==> config.mk <==
export PLATFORM = sky130hd
export DESIGN_NAME = n_term_ram_io_loopback
export DESIGN_NICKNAME = d
export VERILOG_FILES = /design/src/rtl/n_term_ram_io_pkg.sv /design/src/rtl/n_term_ram_io_readback.sv /design/src/rtl/n_term_ram_io_loopback.sv
export SDC_FILE = /design/constraint.sdc
export NUM_CORES = 1
export LEC_CHECK = 0
export ABC_AREA = 1
export ABC_CLOCK_PERIOD_IN_PS = 1300
export CORE_ASPECT_RATIO = 1.2
export CORE_MARGIN = 5
export CORE_UTILIZATION = 42
export CTS_CLUSTER_DIAMETER = 60
export CTS_CLUSTER_SIZE = 40
export DETAILED_ROUTE_END_ITERATION = 7
export PLACE_DENSITY = 0.84
export SLEW_MARGIN = 30
export SYNTH_ARGS = -nofsm -noshare
export SYNTH_HDL_FRONTEND = slang
export SYNTH_SLANG_ARGS = --single-unit
export TNS_END_PERCENT = 1
==> constraint.sdc <==
create_clock -name UserCLK -period 1.3 [get_ports UserCLK]
set_input_delay 0.13 -clock UserCLK [delete_from_list [all_inputs] [get_ports UserCLK]]
set_output_delay 0.13 -clock UserCLK [all_outputs]
set_load 0.01 [all_outputs]
==> src/rtl/n_term_ram_io_pkg.sv <==
// Shared constants and types for the RAM_IO north-terminal loopback.
package n_term_ram_io_pkg;

  localparam int W1   = 4;
  localparam int W2   = 8;
  localparam int W4   = 16;
  localparam int WTOT = W1 + 2 * W2 + W4;

  // Bit offsets of each group inside the packed 36-bit wire vector.
  localparam int OFF_N2MID = W1;
  localparam int OFF_N2END = W1 + W2;
  localparam int OFF_N4    = W1 + 2 * W2;

  localparam int CFG_N1    = 0;
  localparam int CFG_N2MID = 1;
  localparam int CFG_N2END = 2;
  localparam int CFG_N4    = 3;

  localparam int CNT_W = $clog2(WTOT);

  typedef enum logic {RB_IDLE, RB_SHIFT} rb_state_t;

endpackage

==> src/rtl/n_term_ram_io_readback.sv <==
// Readback engine: snapshots the raw incoming wires and shifts them out LSB first.
module n_term_ram_io_readback
  import n_term_ram_io_pkg::*;
(
  input  logic            clk,
  input  logic            rst,
  input  logic            rb_req,
  input  logic [WTOT-1:0] din,
  output logic            rb_busy,
  output logic            rb_valid,
  output logic            rb_dout
);

  rb_state_t        state;
  logic [WTOT-1:0]  shadow;
  logic [CNT_W-1:0] cnt;

  // NOTE: sequential state uses non-blocking assignments so every flop samples pre-edge values.
  always_ff @(posedge clk) begin
    if (rst) begin
      state  <= RB_IDLE;
      shadow <= '0;
      cnt    <= '0;
    end else begin
      case (state)
        RB_IDLE: begin
          if (rb_req) begin
            shadow <= din;
            cnt    <= CNT_W'(WTOT - 1);
            state  <= RB_SHIFT;
          end
        end
        RB_SHIFT: begin
          // Zero fill leaves the shadow cleared once the last bit has gone out.
          shadow <= shadow >> 1;
          cnt    <= (cnt == '0) ? '0 : cnt - 1'b1;
          if (cnt == '0) state <= RB_IDLE;
        end
        default: state <= RB_IDLE;
      endcase
    end
  end

  assign rb_busy  = (state == RB_SHIFT);
  assign rb_valid = (state == RB_SHIFT);
  assign rb_dout  = shadow[0];

endmodule

==> src/rtl/n_term_ram_io_loopback.sv <==
// North-terminal loopback for the RAM_IO column; readback engine built only with
// N_TERM_RAM_IO_READBACK_EN defined.
module n_term_ram_io_loopback
  import n_term_ram_io_pkg::*;
#(
  parameter logic [3:0] CFG_RESET = 4'b0000
) (
  input  logic          UserCLK,
  input  logic          rst,
  input  logic [W1-1:0] N1END,
  input  logic [W2-1:0] N2MID,
  input  logic [W2-1:0] N2END,
  input  logic [W4-1:0] N4END,
  output logic [W1-1:0] S1BEG,
  output logic [W2-1:0] S2BEG,
  output logic [W2-1:0] S2BEGb,
  output logic [W4-1:0] S4BEG,
  input  logic          cfg_en,
  input  logic          cfg_in,
  output logic          cfg_out,
  input  logic          rb_req,
  output logic          rb_busy,
  output logic          rb_valid,
  output logic          rb_dout
);

  logic [3:0]      cfg;
  logic [WTOT-1:0] live;
  logic [WTOT-1:0] pipe;
  logic [WTOT-1:0] sel;
  logic [WTOT-1:0] mixed;

  for (genvar i = 0; i < W1; i++) begin : g_s1
    assign live[i] = N1END[W1-1-i];
  end
  for (genvar i = 0; i < W2; i++) begin : g_s2
    assign live[OFF_N2MID+i] = N2MID[W2-1-i];
    assign live[OFF_N2END+i] = N2END[W2-1-i];
  end
  for (genvar i = 0; i < W4; i++) begin : g_s4
    assign live[OFF_N4+i] = N4END[W4-1-i];
  end

  always_ff @(posedge UserCLK) begin
    if (rst) begin
      cfg  <= CFG_RESET;
      pipe <= '0;
    end else begin
      pipe <= live;
      if (cfg_en) cfg <= {cfg[2:0], cfg_in};
    end
  end

  // Per-group mux select; the flop-driven select keeps mode switches on clock boundaries.
  assign sel = {{W4{cfg[CFG_N4]}}, {W2{cfg[CFG_N2END]}},
                {W2{cfg[CFG_N2MID]}}, {W1{cfg[CFG_N1]}}};
  assign mixed = (sel & pipe) | (~sel & live);

  assign S1BEG   = mixed[W1-1:0];
  assign S2BEG   = mixed[OFF_N2MID +: W2];
  assign S2BEGb  = mixed[OFF_N2END +: W2];
  assign S4BEG   = mixed[OFF_N4 +: W4];
  assign cfg_out = cfg[3];

`ifdef N_TERM_RAM_IO_READBACK_EN
  n_term_ram_io_readback u_readback (
    .clk      (UserCLK),
    .rst      (rst),
    .rb_req   (rb_req),
    .din      ({N4END, N2END, N2MID, N1END}),
    .rb_busy  (rb_busy),
    .rb_valid (rb_valid),
    .rb_dout  (rb_dout)
  );
`else
  logic unused_rb_req;
  assign unused_rb_req = rb_req;
  assign rb_busy  = 1'b0;
  assign rb_valid = 1'b0;
  assign rb_dout  = 1'b0;
`endif

endmodule

# --- After elaboration in Yosys (flattened, before gate mapping) ---
# Cells that the tools add are included.
# W data, S select, Z words.
word_totals:
  ff_bits: 40
  out_inout_bits: 40
  in_bits: 41
classes:
  bitwise: 4
op_table:
  columns: ["op", "count"]
  rows:
  - ["$and A36 B36 Y36", 2]
  - ["$not A36 Y36", 1]
  - ["$or A36 B36 Y36", 1]

# --- Logic depth before layout (Yosys ltp) ---
logic_depth:
  depth_word: 3
  depth_mapped: 5
  depth_no_buf: 4

# --- Worst setup path after synthesis ---
# No wires, ideal clock.
synth_path:
  kind: "register to output"
  startpoint: "reg cfg[3]"
  endpoint: "out S4BEG[10]"
  path_slack_ps: 343
  path_stages_with_launch: 3
  n_path_buf: 1
  arrival_time_ps: 827
  path_cell_list: "dfxtp_1 -> buf_4 -> o21ai_0"
synth_between:
  elab_chain_cells: 3
  elab_cells_between_ends: 4
synth_lines:
  columns: ["item", "line", "rtl"]
  rows:
  - ["start: declaration", "n_term_ram_io_loopback.sv:27", "logic [3:0] cfg;"]
  - ["start signal: assignment", "n_term_ram_io_loopback.sv:50", "if (cfg_en) cfg <= {cfg[2:0], cfg_in};"]
  - ["$not A36 Y36", "n_term_ram_io_loopback.sv:57", "assign mixed = (sel & pipe) | (~sel & live);"]
  - ["$and A36 B36 Y36", "n_term_ram_io_loopback.sv:57", null]
  - ["$or A36 B36 Y36 (*)", "n_term_ram_io_loopback.sv:57", null]
  - ["end: declaration", "n_term_ram_io_loopback.sv:17", "output logic [W4-1:0] S4BEG,"]
# Mark *: on every way between the ends. The rest lies on a longest branch, timed or not.

# --- Worst setup path in the final report ---
layout_path:
  startpoint: "reg cfg[3]"
  endpoint: "out S4BEG[11]"
# Same word-level chain as after synthesis.

==> impl_summary.log <==
INFO  metric drtAntennaViolNets = 0
INFO  metric clock-root-buffer = clkbuf_8
INFO  metric yosysUniqueCellTypes = 10
INFO  metric drv.max_cap_violation_count = 0
INFO  metric synth_largest_type_area_fraction = 50.5%
INFO  metric total_negative_slack = 0 ns
INFO  metric top_layer_used = met4
INFO  metric min_path_type = in2reg
INFO  metric ys_async_sr_fraction = 0%
INFO  metric timing.reg2reg.setup_slack = 0.53 ns
INFO  metric numCtsBuffers = 5
INFO  metric fin_crit_sh = a little over nine tenths
INFO  metric synthTopCellsByArea = dfxtp_1 (51%), nand2_1 (10%), nor2_1 (10%), o21ai_0 (10%), inv_1 (9.7%)
INFO  metric critical_path_class = reg2out
INFO  metric floorplan.io_pins = a little over 80
INFO  metric endpoint_of_the_most_critical_register_to_register_path = cfg[1]
INFO  metric cp-startpoint = cfg[3]
INFO  metric full_die_area = ~0.0051 sq mm
INFO  metric global_route_wire_length_before_repair = around 6200 um
INFO  metric number_of_flip_flops_and_latches_in_the_synthesized_netlist = 40
INFO  metric powerDensity = 1070 mW/mm^2
INFO  metric drcViolationCount = 0
INFO  metric min_delay_worst_endpoint = pipe[9]
INFO  metric startpoint_type = register
INFO  metric route.vias.total = 1594
INFO  metric clock_skews = a little under 0.001 ns
INFO  metric yosysSeqAreaShare = around 50%
INFO  metric reg2reg_depth = 5
INFO  metric synth_area = 0.00159 sq mm
INFO  metric num_rows = 24
INFO  metric globalplace.congestion = about 0.72
INFO  metric slew_violations = 0
INFO  metric post_route_cells_drive_above_1_share = between 20 and 25%
INFO  metric worst_slack = roughly 0.033 ns
INFO  metric reg2reg_from = cfg[0]
INFO  metric synth_top_cell_by_area = dfxtp_1
INFO  metric setup_viol_count_final = 0
INFO  metric gr-usage-all-layers = between 15 and 20%
INFO  metric hold_viol = 0
INFO  metric start_util = 43.6%
INFO  metric filler_cell_count = 302
INFO  metric ys.flop_type = dfxtp_1
INFO  metric vdd_ir_drop_max = between 800 and 900 uV
INFO  metric layout_min_cycle_time = around 1.3 ns
INFO  metric report.power.total = 2.75 mW
INFO  metric routed-wl-met2 = about 2100 um
INFO  metric globalRoute.totalOverflow = 0
INFO  metric detail_route.vias_per_cell = approximately 4.2
INFO  metric antenna_violations_before_repair = 0
INFO  metric status = finished clean
INFO  metric hpwl_reported_at_the_end_of_detailed_placement = ~2800 um
INFO  metric count_of_flip_flops_with_a_built_in_enable_after_synthesis = 0
INFO  metric ff_latch_area = between 800 and 900 sq um
INFO  metric count_of_inserted_antenna_diode_cells = 0
INFO  metric clock-sinks = 40
INFO  metric die_width = around 66 um
INFO  metric drt_wl_total = around 4000 um
INFO  metric synth.yosys.warnings = 0
INFO  metric dpl_worst_slack = -0.229 ns
INFO  metric drt_first_pass_iters = 4
INFO  metric critical_path_arrival = 1.14 ns
INFO  metric first_iter_violations = 115
INFO  metric synth_top_cells_by_count = nand2_1 (44), nor2_1 (44), inv_1 (41), dfxtp_1 (40), o21ai_0 (33)
INFO  metric critPathCaptureType = output port
INFO  metric count_of_mapped_cells_out_of_synthesis = 222
INFO  metric m1WireLength = about 1500 um
INFO  metric layout.core_utilization = 70.8%
INFO  metric placement.io_buffers = 76
INFO  metric core-area = roughly 0.0036 sq mm
INFO  metric flow.area_growth_from_synthesis = 62.2%
INFO  metric wire_per_inst = about 10 um
INFO  metric p_leak = approximately 1.3 nW
INFO  metric cts_max_path_buffers = 2
INFO  metric fmax = around 790 MHz
INFO  metric tritoncts = yes
INFO  metric path_max_fanout = 16
INFO  metric area_of_the_multi_input_gates = roughly 530 sq um
INFO  metric worst_hold_startpoint = N2MID[2]
INFO  metric grt_start_max_net_pins = 34
INFO  metric met3_routed_wl = 276 um
INFO  metric syn-mean-instance-area = 7.14 sq um
INFO  metric cts_htree_levels = 2
INFO  metric final_net_count = ~370
INFO  metric first_global_vias = between 1000 and 1500
INFO  metric die_height = about 77 um
INFO  metric cts_setup_buffers = 0
INFO  metric clk_transition_reported_paths = approximately 0.070 ns
INFO  metric timing.hold.worst_path_depth = 3
INFO  metric rsz_0062_raised_after_global_routing = yes
INFO  metric worst_ep_required_time = ~1.2 ns
INFO  metric clk-insertion-delay-late = around 0.28 ns
==> final cells by class <==
cell class | count | share of cell area (%)
Tap cell | 52 | 2.53
Multi-Input combinational cell | 127 | 20.6
Inverter | 41 | 5.99
Clock buffer | 7 | 3.75
Sequential cell | 40 | 31.5
Timing Repair Buffer | 111 | 35.6
==> per-stage QoR <==
stage / hold WS (ns) / std cells / cell area (sq um)
3_5_place_dp: 0.531 / 370 / 2590
5_1_grt: 0.376 / 378 / 2570
3_3_place_gp: 0.508 / 370 / 2590
2_1_floorplan: 0.252 / 224 / 1590
6_report: 0.372 / 378 / 2570
4_1_cts: 0.362 / 377 / 2580
==> power by group <==
part / switching [mW] / leakage (nW) / total [mW] / internal [mW]
logic: 0.253 / 0.906 / 0.569 / 0.316
registers: 0.0261 / 0.335 / 1.32 / 1.29
clock network: 0.389 / 0.0503 / 0.861 / 0.472
==> worst max-delay path, cell delays in order, from the launching register on <==
cell and delay (ns):
dfxtp_4 0.37, clkbuf_16 0.17, o21ai_1 0.15, buf_2 0.17
==> sequential cells by signal, indices dropped and copies added, names as in the netlist <==
register and flops:
cfg 4, pipe 36
==> how the worst max path moves through the flow <==
stage	endpoint	slack, ns	cells after the start
after global placement	S1BEG[1]	-0.17	4
after CTS	S4BEG[11]	-0.12	3
final	S4BEG[11]	0.03	3
after global routing	S4BEG[3]	-0.03	4
after floorplan	S4BEG[10]	0.34	2
after detailed placement	S2BEGb[5]	-0.23	4
==> layout by cell type (no fill, tap or decap), drive strengths merged <==
| master | netlist | routed |
|---|---|---|
| buf | 16 | 63 |
| nor2 | 44 | 44 |
| nand2 | 44 | 44 |
| inv | 41 | 41 |
| dfxtp | 40 | 40 |
| clkdlybuf4s50 | 0 | 39 |
| o21ai | 36 | 36 |
| clkbuf | 0 | 11 |
| conb | 1 | 3 |
| clkdlybuf4s15 | 0 | 3 |
| dlygate4sd2 | 0 | 2 |
==> logic make-up (layout without fill, tap and decap cells) <==
kind of cell,Yosys count,count (layout),synth area share (%)
DFF,40,40,50.5
AOI/OAI and AO/OA,36,36,11.4
buffers and inverters,57,159,17.0
and+or+nand+nor,88,88,20.8
other,1,3,0.237
==> layer usage <==
layer  track usage [%]  vias up
met4              6.71        0
met3              3.95        4
met5                 0        -
met2              29.0       48
li1                  -      849
met1              15.7      693
==> what timing repair did <==
item                       CTS  global route
hold buffers                 0             0
setup endpoints to repair   37            23
gates cloned                 0             1
resized for setup          126            37
No activity file was read; power rests on OpenSTA's default activity.
